[config.mk]
export PLATFORM = sky130hd
export DESIGN_NAME = wiggle_seq_flat
export DESIGN_NICKNAME = d
export VERILOG_FILES = /design/src/rtl/wiggle_seq_pkg.sv /design/src/rtl/wiggle_seq_if.sv /design/src/rtl/wiggle_dwell_timer.sv /design/src/rtl/wiggle_seq.sv /design/src/flat_wrapper.sv
export SDC_FILE = /design/constraint.sdc
export NUM_CORES = 1
export LEC_CHECK = 0
export ABC_AREA = 0
export ABC_CLOCK_PERIOD_IN_PS = 5200
export BUFFER_PORTS_ARGS = -buffer_cell sky130_fd_sc_hd__clkbuf_2
export CAP_MARGIN = 20
export CORE_MARGIN = 2
export CORE_UTILIZATION = 45
export CTS_BUF_LIST = sky130_fd_sc_hd__clkbuf_8
export CTS_CLUSTER_SIZE = 10
export DETAILED_ROUTE_END_ITERATION = 6
export GPL_TIMING_DRIVEN = 1
export PLACE_DENSITY = 0.66
export SLEW_MARGIN = 5
export SYNTH_ARGS = -nofsm -noshare
export SYNTH_HDL_FRONTEND = slang
export SYNTH_SLANG_ARGS = --single-unit
[constraint.sdc]
create_clock -name osc -period 5.2 [get_ports osc]
set_input_delay 0 -clock osc [delete_from_list [all_inputs] [get_ports osc]]
set_output_delay 0 -clock osc [all_outputs]
set_load 0.005 [all_outputs]
[src/rtl/wiggle_seq_pkg.sv]
// rtl/wiggle_seq_pkg.sv - states, phase constants and phase-order helper for wiggle_seq
package wiggle_seq_pkg;

    typedef enum logic [2:0] {
        ST_IDLE,
        ST_WALK,
        ST_TOGGLE,
        ST_COUNT,
        ST_DONE
    } state_e;

    localparam int PH_WALK   = 0;
    localparam int PH_TOGGLE = 1;
    localparam int PH_COUNT  = 2;

    localparam int GPIO_W_DEF   = 32;
    localparam int WALK_STEPS   = GPIO_W_DEF;
    localparam int TOGGLE_STEPS = 16;
    localparam int COUNT_STEPS  = 256;

    localparam logic [31:0] TOGGLE_PAT_EVEN = 32'hAAAA_AAAA;
    localparam logic [31:0] TOGGLE_PAT_ODD  = 32'h5555_5555;

    // Next enabled phase after cur; ST_IDLE as input yields the first enabled phase.
    function automatic state_e next_phase(input state_e cur, input logic [2:0] mask);
        next_phase = ST_DONE;
        case (cur)
            ST_IDLE: begin
                if (mask[PH_WALK])        next_phase = ST_WALK;
                else if (mask[PH_TOGGLE]) next_phase = ST_TOGGLE;
                else if (mask[PH_COUNT])  next_phase = ST_COUNT;
            end
            ST_WALK: begin
                if (mask[PH_TOGGLE])      next_phase = ST_TOGGLE;
                else if (mask[PH_COUNT])  next_phase = ST_COUNT;
            end
            ST_TOGGLE: begin
                if (mask[PH_COUNT])       next_phase = ST_COUNT;
            end
            default: next_phase = ST_DONE;
        endcase
    endfunction

endpackage

[src/rtl/wiggle_seq_if.sv]
// rtl/wiggle_seq_if.sv - start/busy/done handshake and GPIO bank bundle
interface wiggle_seq_if #(
    parameter int GPIO_W  = 32,
    parameter int DWELL_W = 16
);
    logic               start;
    logic [DWELL_W-1:0] dwell;
    logic [2:0]         mode_mask;
    logic               busy;
    logic               done;
    logic [7:0]         step_idx;
    logic [GPIO_W-1:0]  gpio_a;
    logic [GPIO_W-1:0]  gpio_b;

    modport master (
        output start, dwell, mode_mask,
        input  busy, done, step_idx, gpio_a, gpio_b
    );

    modport slave (
        input  start, dwell, mode_mask,
        output busy, done, step_idx, gpio_a, gpio_b
    );
endinterface

[src/rtl/wiggle_dwell_timer.sv]
// rtl/wiggle_dwell_timer.sv - step_tick every max(dwell,1) cycles after clear
module wiggle_dwell_timer #(
    parameter int DWELL_W = 16
) (
    input  logic               osc,
    input  logic               perstn,
    input  logic               clear,
    input  logic [DWELL_W-1:0] dwell,
    output logic               step_tick
);

    logic [DWELL_W-1:0] cnt_q;
    logic [DWELL_W-1:0] last_cnt;

    // A dwell of zero behaves as one, so the last count is never below zero.
    assign last_cnt  = (dwell == '0) ? '0 : dwell - DWELL_W'(1);
    assign step_tick = !clear && (cnt_q == last_cnt);

    always_ff @(posedge osc or negedge perstn) begin
        if (!perstn) begin
            cnt_q <= '0;
        end else if (clear || step_tick) begin
            cnt_q <= '0;
        end else begin
            cnt_q <= cnt_q + DWELL_W'(1);
        end
    end

endmodule

[src/rtl/wiggle_seq.sv]
// rtl/wiggle_seq.sv - GPIO walk/toggle/count pattern sequencer; WIGGLE_SEQ_LOOP_EN enables back-to-back passes
module wiggle_seq
    import wiggle_seq_pkg::*;
#(
    parameter int GPIO_W  = WALK_STEPS,
    parameter int DWELL_W = 16
) (
    input  logic        osc,
    input  logic        perstn,
    wiggle_seq_if.slave bus
);

    state_e             state_q;
    state_e             state_d;
    logic [7:0]         step_q;
    logic [7:0]         step_d;
    logic [DWELL_W-1:0] dwell_q;
    logic [2:0]         mask_q;
    logic               accept;
    logic               loop_done;
    logic               is_last;
    logic               step_tick;
    logic               timer_clear;
    logic [GPIO_W-1:0]  pat_a;
    logic [GPIO_W-1:0]  pat_b;

    assign timer_clear = (state_q == ST_IDLE) || (state_q == ST_DONE);

    wiggle_dwell_timer #(
        .DWELL_W (DWELL_W)
    ) u_timer (
        .osc       (osc),
        .perstn    (perstn),
        .clear     (timer_clear),
        .dwell     (dwell_q),
        .step_tick (step_tick)
    );

    always_comb begin
        is_last = 1'b0;
        case (state_q)
            ST_WALK:   is_last = (step_q == 8'(GPIO_W - 1));
            ST_TOGGLE: is_last = (step_q == 8'(TOGGLE_STEPS - 1));
            ST_COUNT:  is_last = (step_q == 8'(COUNT_STEPS - 1));
            default:   is_last = 1'b0;
        endcase
    end

    always_comb begin
        state_d   = state_q;
        step_d    = step_q;
        accept    = 1'b0;
        loop_done = 1'b0;
        case (state_q)
            ST_IDLE: begin
                if (bus.start) begin
                    accept  = 1'b1;
                    state_d = next_phase(ST_IDLE, bus.mode_mask);
                    step_d  = 8'd0;
                end
            end
            ST_WALK, ST_TOGGLE, ST_COUNT: begin
                if (step_tick) begin
                    if (is_last) begin
                        step_d  = 8'd0;
                        state_d = next_phase(state_q, mask_q);
`ifdef WIGGLE_SEQ_LOOP_EN
                        // Restart straight into the next pass; done overlaps its first step.
                        if (state_d == ST_DONE && bus.start) begin
                            state_d   = next_phase(ST_IDLE, mask_q);
                            loop_done = 1'b1;
                        end
`endif
                    end else begin
                        step_d = step_q + 8'd1;
                    end
                end
            end
            ST_DONE: begin
                state_d = ST_IDLE;
                step_d  = 8'd0;
            end
            default: begin
                state_d = ST_IDLE;
                step_d  = 8'd0;
            end
        endcase
    end

    // Patterns are decoded from next state so the output flops show the step in its first cycle.
    always_comb begin
        pat_a = '0;
        pat_b = '0;
        case (state_d)
            ST_WALK: begin
                pat_a = GPIO_W'(1) << step_d;
                pat_b = ~pat_a;
            end
            ST_TOGGLE: begin
                pat_a = step_d[0] ? GPIO_W'(TOGGLE_PAT_ODD) : GPIO_W'(TOGGLE_PAT_EVEN);
                pat_b = ~pat_a;
            end
            ST_COUNT: begin
                pat_a = GPIO_W'(step_d);
                for (int i = 0; i < GPIO_W; i++) begin
                    pat_b[i] = pat_a[GPIO_W-1-i];
                end
            end
            default: begin
                pat_a = '0;
                pat_b = '0;
            end
        endcase
    end

    always_ff @(posedge osc or negedge perstn) begin
        if (!perstn) begin
            state_q      <= ST_IDLE;
            step_q       <= 8'd0;
            dwell_q      <= '0;
            mask_q       <= 3'b000;
            bus.busy     <= 1'b0;
            bus.done     <= 1'b0;
            bus.step_idx <= 8'd0;
            bus.gpio_a   <= '0;
            bus.gpio_b   <= '0;
        end else begin
            state_q <= state_d;
            step_q  <= step_d;
            if (accept) begin
                dwell_q <= bus.dwell;
                mask_q  <= bus.mode_mask;
            end
            bus.busy     <= (state_d != ST_IDLE);
            bus.done     <= (state_d == ST_DONE) || loop_done;
            bus.step_idx <= step_d;
            bus.gpio_a   <= pat_a;
            bus.gpio_b   <= pat_b;
        end
    end

endmodule

[src/flat_wrapper.sv]
// flat-port wrapper written by rule: the top's interface ports become plain ports
module wiggle_seq_flat import wiggle_seq_pkg::*;
#(
    parameter int GPIO_W  = WALK_STEPS,
    parameter int DWELL_W = 16
)
  (osc, perstn, bus_start, bus_dwell, bus_mode_mask, bus_busy, bus_done, bus_step_idx, bus_gpio_a, bus_gpio_b);
  wiggle_seq_if #(.GPIO_W(GPIO_W), .DWELL_W(DWELL_W)) bus_i ();
  input  logic osc;
  input  logic perstn;
  input wire logic [$bits(bus_i.start)-1:0] bus_start;
  input wire logic [$bits(bus_i.dwell)-1:0] bus_dwell;
  input wire logic [$bits(bus_i.mode_mask)-1:0] bus_mode_mask;
  output wire logic [$bits(bus_i.busy)-1:0] bus_busy;
  output wire logic [$bits(bus_i.done)-1:0] bus_done;
  output wire logic [$bits(bus_i.step_idx)-1:0] bus_step_idx;
  output wire logic [$bits(bus_i.gpio_a)-1:0] bus_gpio_a;
  output wire logic [$bits(bus_i.gpio_b)-1:0] bus_gpio_b;
  assign bus_i.start = bus_start;
  assign bus_i.dwell = bus_dwell;
  assign bus_i.mode_mask = bus_mode_mask;
  assign bus_busy = bus_i.busy;
  assign bus_done = bus_i.done;
  assign bus_step_idx = bus_i.step_idx;
  assign bus_gpio_a = bus_i.gpio_a;
  assign bus_gpio_b = bus_i.gpio_b;
  wiggle_seq #(.GPIO_W(GPIO_W), .DWELL_W(DWELL_W)) u_core (.osc(osc), .perstn(perstn), .bus(bus_i));
endmodule
---- After elaboration in Yosys (flattened, before gate mapping) ----
Index checks and enable logic that the tools add are counted.
cells by class
  shift-type cells ........................ 1
  reductions and logical operators ........ 8
  eq/ne operators ......................... 12
  mux-type cells .......................... 22
  add/subtract/negate cells ............... 3
  bitwise operators ....................... 2
operator list
  cell                     count
  $pmux W32 S3             2
  $not A32 Y32             2
  $mux W16                 2
  $mux W32                 1
  $shl A1 B8 Y32 const A   1
  $mux W3                  8
  $mux W8                  3
  $add A16 B1 Y16 const B  1
  $eq A16 B16 Y1           1
  $logic_not A16 Y1        1
  $pmux W8 S2              1
  $sub A16 B1 Y16 const B  1
  $eq A3 B2 Y1 const B     4
  $pmux W3 S2              2
  $add A8 B1 Y8 const B    1
  $eq A8 B4 Y1 const B     1
  $eq A8 B5 Y1 const B     1
  $eq A8 B8 Y1 const B     1
  $eq A3 B1 Y1 const B     2
  $eq A3 B3 Y1 const B     2
  $logic_not A3 Y1         1
  $pmux W1 S3              1
  $reduce_bool A3 Y1       1
  $reduce_or A3 Y1         1
  other kinds (4)          6
storage, ports and cells
  register bits after elaboration ......... 112
  input port bits ......................... 22
  word-level logic and storage cells ...... 57
  output and inout port bits .............. 74

---- Logic depth before layout (Yosys ltp) ----
  depth after elaboration ................. 9
  gate-level depth with buffers ........... 16
  gate-level depth less buffers ........... 13

---- Modules after synthesis ----
From an unflattened synthesis, not the netlist that was laid out.
unflattened totals
  cell total of the unflattened synthesis .. 592
  area, all modules ....................... 5,532.8 sq um
by module, submodules not included
  module              cells each  times used  area each (sq um)  seq. area each (sq um)
  wiggle_seq          396         1           3,958.8            2,377.3
  wiggle_dwell_timer  196         1           1,574.0            400.4

---- Least setup slack after synthesis ----
No wires, ideal clock.
  path type ............................... reg2reg
  start ................................... reg u_core.dwell_q[2]
  end ..................................... reg u_core.bus.gpio_b[2]
  period minus slack after synthesis ...... 4,001 ps
  setup time .............................. 150 ps
  stages on the path, launching flop included .. 15
  setup slack ............................. 1,199 ps
  data arrival time ....................... 3,851 ps
  cells stage by stage .................... dfrtp_1 > buf_6 > or4_4 > or4_1 > xor2_1 > or4bb_1 > o311ai_1 > and2_0 > clkbuf_1 > a31oi_1 > a211o_1 > buf_4 > buf_2 > nor4_1 > a22oi_1
on the way
  cells in the longest elaborated chain, start to end .. 9
ends and longest elaborated chain
  element                                               line                                 source
  start: declaration                                    wiggle_seq.sv:17                     logic [DWELL_W-1:0] dwell_q;
  start signal: assignment                              wiggle_seq.sv:131                    dwell_q <= bus.dwell;
  $sub A16 B1 Y16 or $logic_not A16 Y1 (tied branches)  wiggle_dwell_timer.sv:16             assign last_cnt = (dwell == '0) ? '0 : dwell - DWELL_W'(1);
  $mux W16 (*)                                          wiggle_dwell_timer.sv:16
  $eq A16 B16 Y1 (*)                                    wiggle_dwell_timer.sv:17             assign step_tick = !clear && (cnt_q == last_cnt);
  $logic_and A1 B1 Y1 (*)                               wiggle_dwell_timer.sv:17
  $mux W8                                               wiggle_seq.sv:63                     if (step_tick) begin
  $pmux W8 S2                                           wiggle_seq.sv:54                     case (state_q)
  $mux W32 or $shl A1 B8 Y32 (tied branches)            wiggle_seq.sv:100, wiggle_seq.sv:96
  $not A32 Y32 (on tied branches)                       wiggle_seq.sv:101, wiggle_seq.sv:97
  $pmux W32 S3 (*)                                      wiggle_seq.sv:94                     case (state_d)
  named net u_core.pat_b[2]                             wiggle_seq.sv:25                     logic [GPIO_W-1:0] pat_b;
  end signal: assignment                                wiggle_seq.sv:138                    bus.gpio_b <= pat_b;
  end: declaration                                      wiggle_seq_if.sv:22                  output busy, done, step_idx, gpio_a, gpio_b
Mark *: on every way through the listed nets, which the timed path passes. The rest lies on a longest branch.
A chain may end at the register's enable or synchronous reset.

---- Final worst setup path ----
  start ................................... reg u_core.dwell_q[0]
  end ..................................... reg u_core.bus.gpio_b[17]
The elaborated chain is that of the path after synthesis.

==> impl_metrics.yaml <==
synthesis:
  synthCells: 588
  yosys_warnings: 0
  yosysMostFrequentCell: "dfrtp_1"
  synth_top_cell_by_area: "dfrtp_1"
  synth_edf_count: 0
  synth.top_cell.area_share_pct: 46.6
  synth.area.top_cells: "dfrtp_1 (47%), o21ai_0 (3.3%), mux2_2 (3.0%)"
  netlist-cell-type-count: 85
  synth.avg_cell_area_um2: 10.1
  synth.net_count: 613
  synth_area_um2: 5960
  synthTopCellsByCount: "dfrtp_1 (111), o21ai_0 (39), nor2_1 (37), nand4_1 (28), nand2_1 (24)"
  synth_seq_area_share_pct: 46.6
  synthArstFlopShare_pct: 100
  ys_ff_latch: 111
  ys.flop_type: "dfrtp_1"
sta:
  finClkSkew_ns: 0.0169
  setup_ws_ns: 0.341
  finalSetupViolations: 0
  post-route-min-period_ns: 4.86
  slew_violations: 0
  holdWs_ns: 0.100
  rsz0062_at_grt: "false"
  fmax_mhz: 206
  final_hold_viol_count: 0
  tns_ns: 0
  worstMarginPinSlew_ns: 0.839
  relSlewSlack_pct: 43.7
  period_share_pct: 93.4
die:
  start_util_pct: 45.6
  core_area_um2: 13100
  die_h_um: 119
  chipWidth_um: 119
  die-area_um2: 14200
  num_io_pins: 96
  fp-row-count: 42
pwr:
  power.internal_uw: 1900
  pwr-share-comb_pct: 39.4
  power_density_nw_per_um2: 456
  seqPwrFrac_pct: 44.0
  cellLeakagePower_uw: 0.00300
  irDropWorstVdd_mv: 0.181
  clkPwrFrac_pct: 16.6
  power.switching_uw: 1250
  sw_frac_of_total_pct: 39.6
worst_setup_path:
  crit_type: "reg2reg"
  cp.arrival_ns: 5.16
  start_kind: "flop"
  crit_path_end_kind: "flop"
  path_max_fanout: 21
  crit_required_ns: 5.50
cts:
  cts_root_buf: "clkbuf_8"
  clock_path_buffers: 2
  cts_buffers: 9
  cts_max_level: 3
  clkSinkCount: 111
  cts_tree: "built"
  clkLatencyLatePin_ns: 0.40
  postCtsSetupRepairBufs: 0
  cts.clk_slew.worst_paths_ns: 0.12
routing:
  route.detailed.drc: 0
  via_count: 5114
  routed_wl_um: 15500
  ant_nets: 0
  drt-wirelength-per-cell_um: 18.2
  drtIter0Drc: 319
  firstDrtPassIters: 5
  vias_per_cell: 5.98
global_routing:
  antenna_found_initial: 0
  overflow: 0
  grt_use_total_pct: 22.5
  grt_max_degree: 63
  grt_pass1_wl_um: 25300
  grt_pass1_vias: 4991
worst_hold_path:
  worstHoldPathType: "in2reg"
finish:
  antenna_cells: 0
  layout.nets: 699
  drive_gt1_share_pct: 24.6
  syn_to_final_growth_pct: 15.7
status:
  status: "finished clean"
place:
  dp_hpwl_um: 11200
  finalWeightedCongestion: 0.946
  io_buffer_count: 95
  dp_slack_ns: 0.419
run:
  cap_violations: 0
path summary, 6_finish.rpt:
path | from | cells after the start | slack [ns] | to
min reg2reg | u_core.mask_q[1] | 1 | 0.58 | u_core.mask_q[1]
max | u_core.dwell_q[0] | 12 | 0.34 | u_core.bus.gpio_b[17]
max reg2reg | u_core.dwell_q[0] | 12 | 0.34 | u_core.bus.gpio_b[17]
min | bus_start | 4 | 0.10 | u_core.bus.step_idx[5]
max in group asynchronous | perstn | 3 | 3.87 | u_core.bus.gpio_b[14]
min in group asynchronous | perstn | 2 | 0.22 | u_core.u_timer.cnt_q[15]
cell type report:
type / instances / area [µm²]
fill: 1197 / 6190
multi-input combinational: 416 / 2900
sequential: 111 / 2780
timing repair buffer: 123 / 738
tap: 176 / 220
clock buffer: 9 / 124
clock inverter: 7 / 78.8
inverter: 13 / 56.3
registers in the layout (all words and copies together) (netlist names):
register / flops
u_core.bus.step_idx: 8
u_core.mask_q: 2
u_core.dwell_q: 16
u_core.bus.gpio_b: 32
u_core.bus.busy: 1
u_core.bus.done: 1
u_core.bus.gpio_a: 32
u_core.state_q: 3
u_core.u_timer.cnt_q: 16
power by group through the flow:
stage	combinational [µW]	sequential, µW	clock (µW)
floorplan	891	1320	0
global placement	1200	1400	0
detailed placement	1220	1400	0
CTS	1230	1390	538
global route	1370	1430	574
finish	1240	1380	522
repair_timing:
| action | in CTS | in global routing |
|---|---|---|
| gates resized for setup | 0 | 3 |
| endpoints found under the setup margin | 0 | 7 |
| hold endpoints to repair | 81 | 0 |
| hold buffers | 20 | 0 |
through the flow:
| stage | instance area (µm²) | total power [µW] | utilization [%] | cells |
|---|---|---|---|---|
| final | 6900 | 3150 | 52.7 | 855 |
| after global routing | 6900 | 3370 | 52.7 | 855 |
| after detailed placement | 6480 | 2620 | 49.5 | 819 |
| after global placement | 6480 | 2590 | 49.5 | 819 |
| after CTS | 6880 | 3160 | 52.6 | 855 |
| after floorplan | 5960 | 2210 | - | 588 |
critical path: stages, from the launching register on:
cell and delay (ns):
dfrtp_1 0.46, inv_1 0.10, ha_1 0.24, nor3b_2 0.47, and4b_1 0.32, nand2_1 0.17, a211oi_1 0.27, o21ai_0 0.17
or4b_1 0.76, o311ai_2 0.34, o211a_1 0.53, nand2_1 0.58, a31oi_1 0.36
layer usage:
| layer | up-vias | wire [µm] | track usage (%) |
|---|---|---|---|
| met1 | 2534 | 7030 | 30.6 |
| met3 | 29 | 739 | 5.32 |
| met2 | 163 | 7460 | 35.3 |
| li1 | 2388 | - | - |
| met5 | - | 0 | 0 |
| met4 | 0 | 302 | 8.18 |
cell families (layout without fill, tap and decap cells):
| group | count (synthesis) | count (layout) | synth area share, % |
|---|---|---|---|
| muxes | 19 | 19 | 3.53 |
| AOI/OAI and AO/OA | 142 | 142 | 17.6 |
| buffers and inverters | 61 | 152 | 4.97 |
| xor gates and xnor gates | 33 | 33 | 5.46 |
| and+or+nand+nor | 219 | 219 | 21.2 |
| adders and majority gates | 3 | 3 | 0.630 |
| DFF | 111 | 111 | 46.6 |
layout by cell type (no fill, tap or decap), types with 4 or more instances in the layout:
cell type / Yosys / routed
o21ai_0: 39 / 39
a31oi_1: 9 / 9
o211ai_1: 11 / 11
nor3_1: 14 / 14
or4_1: 5 / 5
inv_1: 6 / 6
dlygate4sd3_1: 0 / 20
a21oi_1: 17 / 17
a32oi_1: 4 / 4
xor2_1: 11 / 11
o2111ai_1: 7 / 7
or3_1: 6 / 6
nor2_1: 37 / 37
dfrtp_1: 111 / 111
a22oi_1: 13 / 13
xnor2_1: 19 / 19
clkbuf_8: 0 / 9
buf_4: 4 / 9
nand3_1: 21 / 21
inv_2: 4 / 4
nand2_1: 24 / 24
clkbuf_2: 0 / 94
nand2b_1: 4 / 4
a211oi_1: 5 / 5
nor2b_1: 9 / 9
and2_1: 8 / 8
and3_1: 15 / 15
nand4_1: 28 / 28
nor4_1: 21 / 20
mux2_2: 16 / 16
(Power assumes the default switching activity.)
